**src/rtl/fetch_pkg.sv**
```systemverilog
`default_nettype none
// +-------------------------------------------------------------------------+
// | fetch_pkg : state/redirect-source types and exception causes for fetch  |
// | Rev 1.0                                                                 |
// +-------------------------------------------------------------------------+
package fetch_pkg;

  typedef enum logic [2:0] {
    RESET = 3'd0,
    REQ   = 3'd1,
    WAIT  = 3'd2,
    HOLD  = 3'd3,
    DRAIN = 3'd4
  } fetch_state_e;

  typedef enum logic [1:0] {
    REDIR_NONE = 2'd0,
    REDIR_TRAP = 2'd1,
    REDIR_MRET = 2'd2,
    REDIR_BR   = 2'd3
  } redir_src_e;

  localparam int                  CAUSE_W                = 4;
  localparam logic [CAUSE_W-1:0]  CAUSE_INSTR_MISALIGNED = 4'd0;

endpackage
`default_nettype wire

```
**src/rtl/redirect_arbiter.sv**
```systemverilog
`default_nettype none
// +-------------------------------------------------------------------------+
// | redirect_arbiter : fixed-priority redirect select (trap > mret > br);   |
// | FETCH_MISALIGN_TRAP_EN turns misaligned mret/br targets into a trap.    |
// | Rev 1.0                                                                 |
// +-------------------------------------------------------------------------+
module redirect_arbiter
  import fetch_pkg::*;
#(
  parameter int XLEN         = 32,
  parameter int TRAP_CAUSE_W = 4
) (
  input  logic                    br_taken,
  input  logic [XLEN-1:0]         br_target,
  input  logic                    trap_req,
  input  logic [XLEN-1:0]         trap_vec,
  input  logic                    mret_req,
  input  logic [XLEN-1:0]         mepc,
  output redir_src_e              src,
  output logic [XLEN-1:0]         target,
  output logic                    exc_valid,
  output logic [TRAP_CAUSE_W-1:0] exc_cause
);

  logic [XLEN-1:0] raw_target;

  always_comb begin
    src        = REDIR_NONE;
    raw_target = '0;
    if (trap_req) begin
      src        = REDIR_TRAP;
      raw_target = trap_vec;
    end else if (mret_req) begin
      src        = REDIR_MRET;
      raw_target = mepc;
    end else if (br_taken) begin
      src        = REDIR_BR;
      raw_target = br_target;
    end
  end

`ifdef FETCH_MISALIGN_TRAP_EN
  // A misaligned trap vector is trusted; only mret/branch targets are checked.
  logic misaligned;
  assign misaligned = ((src == REDIR_MRET) || (src == REDIR_BR)) && (raw_target[1:0] != 2'b00);
  assign target     = misaligned ? trap_vec : raw_target;
  assign exc_valid  = misaligned;
`else
  assign target     = raw_target;
  assign exc_valid  = 1'b0;
`endif

  assign exc_cause = TRAP_CAUSE_W'(CAUSE_INSTR_MISALIGNED);

endmodule
`default_nettype wire

```
**src/rtl/fetch_sequencer.sv**
```systemverilog
`default_nettype none
// +-------------------------------------------------------------------------+
// | fetch_sequencer : PC advance/load control and single-outstanding fetch  |
// | handshake; optional FETCH_MISALIGN_TRAP_EN misaligned-target trap.      |
// | Rev 1.0                                                                 |
// +-------------------------------------------------------------------------+
module fetch_sequencer
  import fetch_pkg::*;
#(
  parameter int XLEN         = 32,
  parameter int TRAP_CAUSE_W = 4
) (
  input  logic                    clk,
  input  logic                    rst,
  input  logic [XLEN-1:0]         pc_curr,
  output logic                    pc_en,
  output logic                    pc_load_en,
  output logic [XLEN-1:0]         pc_load_val,
  output logic                    imem_req,
  output logic [XLEN-1:0]         imem_addr,
  input  logic                    imem_gnt,
  input  logic                    imem_rvalid,
  input  logic [XLEN-1:0]         imem_rdata,
  output logic                    instr_valid,
  output logic [XLEN-1:0]         instr_data,
  output logic [XLEN-1:0]         instr_pc,
  input  logic                    dec_ready,
  input  logic                    br_taken,
  input  logic [XLEN-1:0]         br_target,
  input  logic                    trap_req,
  input  logic [XLEN-1:0]         trap_vec,
  input  logic                    mret_req,
  input  logic [XLEN-1:0]         mepc,
  output logic                    exc_valid,
  output logic [TRAP_CAUSE_W-1:0] exc_cause
);

  fetch_state_e            state;
  logic [XLEN-1:0]         req_pc;
  redir_src_e              redir_src;
  logic [XLEN-1:0]         redir_target;
  logic                    redir_exc;
  logic [TRAP_CAUSE_W-1:0] redir_cause;
  logic                    redirect;

  redirect_arbiter #(
    .XLEN         (XLEN),
    .TRAP_CAUSE_W (TRAP_CAUSE_W)
  ) u_redirect_arbiter (
    .br_taken  (br_taken),
    .br_target (br_target),
    .trap_req  (trap_req),
    .trap_vec  (trap_vec),
    .mret_req  (mret_req),
    .mepc      (mepc),
    .src       (redir_src),
    .target    (redir_target),
    .exc_valid (redir_exc),
    .exc_cause (redir_cause)
  );

  assign redirect    = (state != RESET) && (redir_src != REDIR_NONE);
  assign imem_req    = (state == REQ);
  assign imem_addr   = imem_req ? pc_curr : '0;
  // A load always beats an advance in the same cycle.
  assign pc_en       = imem_req && imem_gnt && !redirect;
  assign pc_load_en  = redirect;
  assign pc_load_val = redirect ? redir_target : '0;
  assign exc_valid   = redirect && redir_exc;
  assign exc_cause   = exc_valid ? redir_cause : '0;

  always_ff @(posedge clk or posedge rst) begin
    if (rst) begin
      state       <= RESET;
      req_pc      <= '0;
      instr_valid <= 1'b0;
      instr_data  <= '0;
      instr_pc    <= '0;
    end else begin
      case (state)
        RESET: state <= REQ;
        REQ: begin
          // A granted request that is redirected still owes us a response.
          if (redirect) begin
            state <= imem_gnt ? DRAIN : REQ;
          end else if (imem_gnt) begin
            req_pc <= pc_curr;
            state  <= WAIT;
          end
        end
        WAIT: begin
          if (redirect) begin
            state <= imem_rvalid ? REQ : DRAIN;
          end else if (imem_rvalid) begin
            instr_valid <= 1'b1;
            instr_data  <= imem_rdata;
            instr_pc    <= req_pc;
            state       <= HOLD;
          end
        end
        HOLD: begin
          if (redirect || dec_ready) begin
            instr_valid <= 1'b0;
            state       <= REQ;
          end
        end
        DRAIN: begin
          if (imem_rvalid) state <= REQ;
        end
        default: begin
          instr_valid <= 1'b0;
          state       <= RESET;
        end
      endcase
    end
  end

endmodule
`default_nettype wire

```
**config.mk**
```make
export PLATFORM = sky130hd
export DESIGN_NAME = fetch_sequencer
export DESIGN_NICKNAME = d
export VERILOG_FILES = /design/src/rtl/fetch_pkg.sv /design/src/rtl/redirect_arbiter.sv /design/src/rtl/fetch_sequencer.sv
export SDC_FILE = /design/constraint.sdc
export NUM_CORES = 1
export LEC_CHECK = 0
export BUFFER_PORTS_ARGS = -buffer_cell sky130_fd_sc_hd__clkbuf_2
export CAP_MARGIN = 40
export CORE_AREA = 2 2 118 120
export CTS_BUF_LIST = sky130_fd_sc_hd__clkbuf_4 sky130_fd_sc_hd__clkbuf_8
export DETAILED_ROUTE_END_ITERATION = 10
export DIE_AREA = 0 0 120 122
export GPL_TIMING_DRIVEN = 0
export PLACE_DENSITY_LB_ADDON = 0.15
export SLEW_MARGIN = 40
export SYNTH_ARGS = -nofsm -noshare
export SYNTH_HDL_FRONTEND = slang
export SYNTH_HIERARCHICAL = 1
export SYNTH_SLANG_ARGS = --single-unit
```
**constraint.sdc**
```tcl
create_clock -name clk -period 6.05 [get_ports clk]
set_input_delay 0 -clock clk [delete_from_list [all_inputs] [get_ports clk]]
set_output_delay 0 -clock clk [all_outputs]
set_load 0.02 [all_outputs]
```
==> results of run 1 <==
-- worst min-delay path, delay by kind of cell --
family	cells	cell delay, ns
and+or+nand+nor	2	0.25
buffers and inverters	1	0.14
-- power groups by stage --
stage	combinational (W)	clock [W]	sequential [W]
CTS	0.00117	0.000451	0.000946
global placement	0.00111	0	0.000944
finish	0.00116	0.000442	0.000946
detailed placement	0.00113	0	0.000961
global route	0.00126	0.000478	0.000972
floorplan	0.000650	0	0.00103
-- routing by layer --
metal	up-vias	track usage [%]	wire, microns
met2	203	40.2	8550
met3	26	5.62	1240
met1	2379	23.2	6200
met5	-	0	0
li1	2362	-	-
met4	0	7.94	361
-- cells by family after synthesis --
kind of cell | after synthesis | synth area share, %
AOI/OAI and AO/OA | 74 | 7.27
DFF | 100 | 46.6
buffers and inverters | 45 | 6.45
other | 1 | 0.0698
muxes | 96 | 20.4
and+or+nand+nor | 154 | 19.2
-- stage by stage --
step | hold slack [ns] | area (sq um) | std cells
after CTS | 0.0344 | 8030 | 1036
after global routing | 0.0895 | 8030 | 1036
final | 0.0570 | 8030 | 1036
after global placement | 0.233 | 7090 | 950
after detailed placement | -0.0583 | 7130 | 951
after floorplan | 0.128 | 5390 | 474
-- worst paths after layout --
check | start | end | cells after the start
min | imem_rvalid | state[0]$_DFFE_PP0P_ | 3
max reg2reg | state[1]$_DFFE_PP0P_ | state[2]$_DFFE_PP0P_ | 4
max in group asynchronous | rst | instr_pc[30]$_DFFE_PP0P_ | 4
min reg2reg | req_pc[6]$_DFFE_PP0P_ | instr_pc[6]$_DFFE_PP0P_ | 1
min in group asynchronous | rst | instr_data[0]$_DFFE_PP0P_ | 3
max | state[1]$_DFFE_PP0P_ | pc_load_val[6] | 7
-- synthesized netlist by cell type (2+ instances only) --
cell type,number,area (sq um)
sky130_fd_sc_hd__a21oi_1,64,320
sky130_fd_sc_hd__and2_1,65,407
sky130_fd_sc_hd__nor2_1,4,15.0
sky130_fd_sc_hd__nand2b_1,4,25.0
sky130_fd_sc_hd__inv_1,3,11.3
sky130_fd_sc_hd__nor2b_1,33,206
sky130_fd_sc_hd__dfrtp_1,100,2500
sky130_fd_sc_hd__nor3_1,2,10.0
sky130_fd_sc_hd__buf_4,12,90.1
sky130_fd_sc_hd__clkbuf_1,7,26.3
sky130_fd_sc_hd__o21ai_0,4,20.0
sky130_fd_sc_hd__buf_2,7,35.0
sky130_fd_sc_hd__and3_1,5,31.3
sky130_fd_sc_hd__buf_6,14,158
sky130_fd_sc_hd__mux2_4,4,60.1
sky130_fd_sc_hd__mux2_2,92,1040
sky130_fd_sc_hd__nand2_1,3,11.3
sky130_fd_sc_hd__nand3b_1,32,240
sky130_fd_sc_hd__nor2_4,2,22.5
-- state kept, by name (all words and copies together), names as in the netlist --
register / cells
instr_data: 32
instr_pc: 32
req_pc: 32
state: 3
instr_valid: 1
-- area by class of cell --
type | instances | share of cell area [%]
Multi-Input combinational cell | 329 | 31.6
Sequential cell | 100 | 31.2
Timing Repair Buffer | 366 | 27.4
Buffer | 42 | 4.18
Tap cell | 180 | 2.81
Clock buffer | 9 | 1.54
Clock inverter | 7 | 1.04
Inverter | 3 | 0.234
-- layout by cell type, fill, tap and decap left out, types with 2 or more instances in the layout --
cell	synthesis	final
sky130_fd_sc_hd__dfrtp_1	100	100
sky130_fd_sc_hd__buf_2	7	7
sky130_fd_sc_hd__nand3b_1	32	32
sky130_fd_sc_hd__inv_1	3	2
sky130_fd_sc_hd__mux2_4	4	4
sky130_fd_sc_hd__nand2b_1	4	4
sky130_fd_sc_hd__buf_4	12	12
sky130_fd_sc_hd__clkbuf_2	0	296
sky130_fd_sc_hd__nor2b_1	33	33
sky130_fd_sc_hd__a21oi_1	64	64
sky130_fd_sc_hd__clkbuf_8	1	10
sky130_fd_sc_hd__dlygate4sd3_1	0	69
sky130_fd_sc_hd__and2_1	65	65
sky130_fd_sc_hd__buf_6	14	14
sky130_fd_sc_hd__nor3_1	2	2
sky130_fd_sc_hd__nor2_4	2	2
sky130_fd_sc_hd__clkinvlp_4	0	3
sky130_fd_sc_hd__nand2_1	3	3
sky130_fd_sc_hd__mux2_2	92	92
sky130_fd_sc_hd__inv_8	0	3
sky130_fd_sc_hd__conb_1	1	5
sky130_fd_sc_hd__o21ai_0	4	4
sky130_fd_sc_hd__and3_1	5	5
sky130_fd_sc_hd__nor2_1	4	4
sky130_fd_sc_hd__clkbuf_1	7	7
-- timing repair --
item                      in CTS  in global routing
hold buffers                  69                  0
hold endpoints to repair     166                  0
resized for setup              0                  0
==> out/qor.log, run 1 <==
[sta] final setup vio count 0
[critical_path] maximum fanout along the worst path 10
[yosys] average cell area after synthesis 11.4 sq um
[yosys] number of synthesized flops with an enable pin 0
[sta] Max Clk Rate 0.474 GHz
[cells_and_area] share of the core filled with cells 59.4%
[cts] TritonCTS sink count 100
[cells_and_area] layout overhead on the synthesized area 49.4%
[sta] time the final worst path needs with I/O delays and setup 2.11 ns
[detailed_routing] count of unresolved DRC violations after routing 0
[cells_and_area] ratio of cells with drive above 1 in the final layout 52.6%
[cts] TritonCTS clock tree done
[yosys] register area share after synthesis 46.6%
[critical_path] cell with the largest stage delay on the worst path sky130_fd_sc_hd__dfrtp_1
[floorplanning] # IOs 305
[sta] hold violation count in the final report 0
[grt] global-route wire length before repair 24800 microns
[hold_path] Tightest Hold Check Type in -> reg
[yosys] count of unique library cells instantiated by Yosys 32
[critical_path] flop-to-flop setup slack 4.28 ns
[placement] Placer Congestion 0.903
[grt] largest net degree at the start of global routing 82
[detailed_routing] routed wire length per instance 15.8 microns
[placement] worst setup slack after placement 4.20 ns
[critical_path] slowest cell delay on critical path 0.40 ns
[floorplanning] overall die height 122 microns
[yosys] leading register cell type out of synthesis sky130_fd_sc_hd__dfrtp_1
[detailed_routing] Total Routed Length 16400 microns
[sta] final sum of negative setup slack 0 ns
[grt] global-route usage over all layers 21.5%
[cells_and_area] # diodes 0
[pwr] power density over the cells 318 nW/um^2
[cells_and_area] number of filler cells placed in the layout 1164
[critical_path] Critical path buffers and inverters 4
[floorplanning] Die X-Extent 120 microns
[yosys] cell area after synthesis 5370 sq um
[pwr] Overall Power 0.00255 W
[detailed_routing] via-per-instance ratio 4.80
[pwr] sw frac 39.2%
[sta] final setup margin 3.94 ns
[cells_and_area] number of nets in the layout 1019
[yosys] ys async rst share 100%
[cts] clock-pin slew reported for the worst setup and hold paths after clock tree synthesis 0.09 ns
[cells_and_area] Storage cell area 2500 sq um
[cts] cell chosen for the clock root sky130_fd_sc_hd__clkbuf_8
[cells_and_area] footprint of the multi-input gates 2540 sq um
[critical_path] data arrival time of the worst path 2.11 ns
[grt] initial antenna violation count 0
[floorplanning] initial standard-cell utilization of the core 39.8%
[cts] insertion delay to the later sink of the worst-skew pair 0.37 ns
[critical_path] Largest delay share family, worst path buffers and inverters
[sta] RSZ-0062 raised after global routing no
[floorplanning] total die area 14600 sq um
[critical_path] Setup crit end kind output pin
[sta] Worst Clk Skew 0.00954 ns
[floorplanning] core area 13500 sq um
[cts] buffers from clock root to sink, at most 2
[critical_path] cell-by-cell trace of the critical path buf_2, nor3_1, nor2_1, buf_2, clkbuf_1, and2_1, clkbuf_2
[run] Max-Cap Viols 0
[yosys] Synthesis Warnings 6
[pwr] proportion of power drawn by combinational gates 45.6%
[grt] total congestion overflow after global routing 0
[status] result of the run completed
[detailed_routing] via count 4970
[sta] period utilisation layout 34.9%
[cts] count of buffers added by post-CTS timing repair for setup 0
[detailed_routing] number of iterations in the first detailed-routing pass 5
[sta] fin. max-slew vios 0
[yosys] synthesis-stage register bit count 100
[pwr] net switching power 0.000999 W
[yosys] Synth Instances 470
[pwr] Int Power 0.00155 W
[pwr] share of power burned in registers 37.1%
[floorplanning] number of core rows 43
[pwr] peak supply drop 0.130 mV
[placement] detailed placement HPWL 12200 microns
[critical_path] required time at the worst-slack endpoint 6.05 ns
[pwr] part of the power in the clock network 17.3%
[critical_path] Setup crit start kind flip-flop
[detailed_routing] antenna-violating nets left 0
[detailed_routing] first-iteration detailed-routing DRC count 193
[critical_path] critical path class reg -> out
[pwr] P_leak 4.26 nW
[placement] buffers added on ports 296
[cts] number of levels in the clock H-tree 3
[grt] vias in the first global route 4987
[critical_path] crit-path most repeated cell sky130_fd_sc_hd__buf_2
[cts] CTS Buf Count 9
No activity file was read; power rests on OpenSTA's default activity.
==> run 2, diff against run 1 <==
clock period = 1.9 ns   (was 6.05 ns; I/O delays follow)
==> run 2 against run 1 <==
Compared with the run above: worst setup slack lost 3.8 ns; hold slack improved by 0.0071 ns; clock-buffer cell count grew 2; final cell count is 0.97% higher; design area rose by 2.5%; total power rose to 3.3 times the previous value; largest cell class is now buffers; routed wire length up 0.24%.
==> out/qor.log, run 2 (synthesis results as in run 1) <==
[status] result of the run completed
[hold_path] startpoint of the most critical hold path imem_rvalid
[critical_path] crit-path most repeated cell sky130_fd_sc_hd__buf_4
[detailed_routing] via-per-instance ratio 4.76 [-0.76%]
[sta] fin. max-slew vios 0 [unchanged]
[critical_path] slowest cell delay on critical path 0.43 ns [+0.03 ns]
[sta] Max Clk Rate 0.557 GHz
[sta] final setup vio count 0 [unchanged]
[cells_and_area] most frequent standard cell in the layout excluding fill and tap cells sky130_fd_sc_hd__clkbuf_2
[floorplanning] initial standard-cell utilization of the core 39.8% [unchanged]
[sta] final sum of negative setup slack 0 ns [unchanged]
[cells_and_area] most frequent cells in the layout sky130_fd_sc_hd__clkbuf_2 (297), sky130_fd_sc_hd__dfrtp_1 (100), sky130_fd_sc_hd__mux2_2 (92)
[sta] transition time of the tightest slew-check pin 0.514 ns
[detailed_routing] Total Routed Length 16400 microns [+0.24%]
[cells_and_area] # diodes 0 [unchanged]
[detailed_routing] first-iteration detailed-routing DRC count 163 [-16%]
[detailed_routing] number of iterations in the first detailed-routing pass 4 [-1]
[cts] cell chosen for the clock root sky130_fd_sc_hd__clkbuf_8
[critical_path] Worst Reg2Reg Path Length in Cells 6 [+2]
[critical_path] r2r endpoint instr_valid$_DFFE_PP0P_
[critical_path] required time at the worst-slack endpoint 1.90 ns [-4.15 ns]
[hold_path] Tightest Hold Check Type in -> reg
[sta] final setup margin 0.104 ns [-3.84 ns]
[detailed_routing] via count 4980 [+0.20%]
[critical_path] flop-to-flop setup slack 0.19 ns [-4.09 ns]
[grt] total congestion overflow after global routing 0 [unchanged]
[placement] Placer Congestion 0.861 [-4.7%]
[sta] period utilisation layout 94.5%
[cts] number of levels in the clock H-tree 3 [unchanged]
[sta] Max-slew headroom 65.7%
[pwr] share of power burned in registers 35.7% [-1.4 points]
[detailed_routing] routed wire length per instance 15.7 microns [-0.72%]
[critical_path] maximum fanout along the worst path 10 [unchanged]
[detailed_routing] count of unresolved DRC violations after routing 0 [unchanged]
[sta] RSZ-0062 raised after global routing no
[floorplanning] overall die height 122 microns [unchanged]
[hold_path] number of cells traversed by the worst hold path 3 [unchanged]
[pwr] part of the power in the clock network 17.9% [+0.6 points]
[floorplanning] total die area 14600 sq um [unchanged]
[pwr] Int Power 0.00530 W [+240%]
[sta] time the final worst path needs with I/O delays and setup 1.80 ns
[cells_and_area] number of filler cells placed in the layout 1151 [-1.1%]
[sta] hold violation count in the final report 0 [unchanged]
[pwr] power density over the cells 1030 nW/um^2 [+220%]
[cells_and_area] top flop regs instr_data x32, instr_pc x32, req_pc x32
[pwr] net switching power 0.00316 W [+220%]
[critical_path] R2R Path Start state[1]$_DFFE_PP0P_
[cells_and_area] ratio of cells with drive above 1 in the final layout 54.0% [+1.5 points]
[grt] global-route wire length before repair 24900 microns [+0.67%]
[pwr] proportion of power drawn by combinational gates 46.4% [+0.8 points]
[cts] clock-pin slew reported for the worst setup and hold paths after clock tree synthesis 0.09 ns [about the same]
[pwr] P_leak 4.38 nW [+2.7%]
[critical_path] cell-by-cell trace of the critical path buf_6, nor3_4, nor2_2, buf_4, buf_4, and2_1, buf_4
[critical_path] critical path class reg -> out
[floorplanning] Die X-Extent 120 microns [unchanged]
[floorplanning] # IOs 305 [unchanged]
[cts] buffers from clock root to sink, at most 2 [unchanged]
[pwr] peak supply drop 0.375 mV [+190%]
[grt] largest net degree at the start of global routing 27 [-67%]
[critical_path] cell with the largest stage delay on the worst path sky130_fd_sc_hd__dfrtp_1
[cts] TritonCTS clock tree done
[cts] insertion delay to the later sink of the worst-skew pair 0.36 ns [about the same]
[critical_path] data arrival time of the worst path 1.80 ns [-0.31 ns]
[cells_and_area] number of nets in the layout 1029 [+0.98%]
[critical_path] Setup crit start kind flip-flop
[cts] TritonCTS sink count 100 [unchanged]
[pwr] sw frac 37.4% [-1.8 points]
[cts] CTS Buf Count 9 [unchanged]
[placement] worst setup slack after placement 0.0739 ns [-4.13 ns]
[placement] detailed placement HPWL 12200 microns [+0.38%]
[critical_path] Setup crit end kind output pin
[grt] initial antenna violation count 0 [unchanged]
[placement] buffers added on ports 296 [unchanged]
[pwr] Overall Power 0.00846 W [+230%]
[sta] Worst Clk Skew 0.00647 ns [-0.00307 ns]
[hold_path] worst hold path endpoint state[0]$_DFFE_PP0P_
[floorplanning] number of core rows 43 [unchanged]
[floorplanning] core area 13500 sq um [unchanged]
[detailed_routing] antenna-violating nets left 0 [unchanged]
[grt] global-route usage over all layers 21.5% [+0.079 points]
[cells_and_area] layout overhead on the synthesized area 53.1%
[grt] vias in the first global route 5058 [+1.4%]
[run] Max-Cap Viols 0 [unchanged]
-- run 2: cell types whose count changed in the layout (fill, tap and decap cells not counted), moves of 2 or more --
cell                         change
sky130_fd_sc_hd__inv_8           -3
sky130_fd_sc_hd__buf_12          +2
sky130_fd_sc_hd__buf_6           +2
sky130_fd_sc_hd__clkbuf_1        -6
sky130_fd_sc_hd__buf_16          +2
sky130_fd_sc_hd__inv_6           +2
sky130_fd_sc_hd__buf_4           +9
sky130_fd_sc_hd__clkinvlp_4      -2
-- run 2: area by class of cell --
type	instances	area, sq um	share of cell area, %
inverters	3	15.0	0.183
repair buffers	376	2340	28.5
well taps	180	225	2.74
plain buffers	42	360	4.38
clock buffers	11	145	1.76
clock inverters	5	82.6	1.00
flip-flops and latches	100	2500	30.4
multi-input cells	329	2550	31.0
-- run 2: critical path: cells and delay by family, from the launching register on --
kind                   cells  cell delay [ns]
buffers and inverters      4             0.63
DFF                        1             0.43
and+or+nand+nor            3             0.38
-- run 2: timing repair --
action	4_1_cts	5_1_grt
gates resized for setup	9	16
pin swaps	1	1
hold endpoints to repair	116	0
hold buffers	69	0
setup endpoints to repair	59	48
buffers inserted	3	4
-- run 2: routing by layer --
metal  global-route usage (%)  share of wire, %  vias up
li1                         -                 -     2387
met3                     5.48               7.5       21
met1                     24.1                39     2374
met5                        0                 0        -
met2                     39.9                52      198
met4                     6.99               1.8        0
-- run 2: worst max-delay path by stage --
stage / from / to / slack [ns] / cells after the start
2_1_floorplan: br_taken / instr_data[6]$_DFFE_PP0P_ / 0.41 / 7
3_3_place_gp: br_taken / pc_load_val[5] / 0.07 / 10
3_5_place_dp: br_taken / pc_load_val[16] / 0.07 / 10
4_1_cts: state[2]$_DFFE_PP0P_ / imem_addr[16] / 0.001 / 5
6_report: state[1]$_DFFE_PP0P_ / pc_load_val[16] / 0.10 / 7
5_1_grt: state[1]$_DFFE_PP0P_ / pc_load_val[16] / 0.007 / 7
-- run 2: power groups by stage --
stage	logic, W	registers, W	clock network [W]
after CTS	0.00387	0.00301	0.00158
final	0.00392	0.00302	0.00152
after global routing	0.00422	0.00309	0.00166
after detailed placement	0.00360	0.00306	0
after global placement	0.00353	0.00301	0
after floorplan	0.00207	0.00329	0
-- run 2: through the flow --
step           hold slack [ns]  cell area, sq um  cells  utilization [%]
6_report                0.0641              8220   1046             60.9
5_1_grt                 0.0764              8220   1046             60.9
4_1_cts                 0.0392              8180   1042             60.5
3_5_place_dp            0.0531              7200    954             53.3
3_3_place_gp             0.235              7100    950             52.6
2_1_floorplan            0.128              5390    474                -
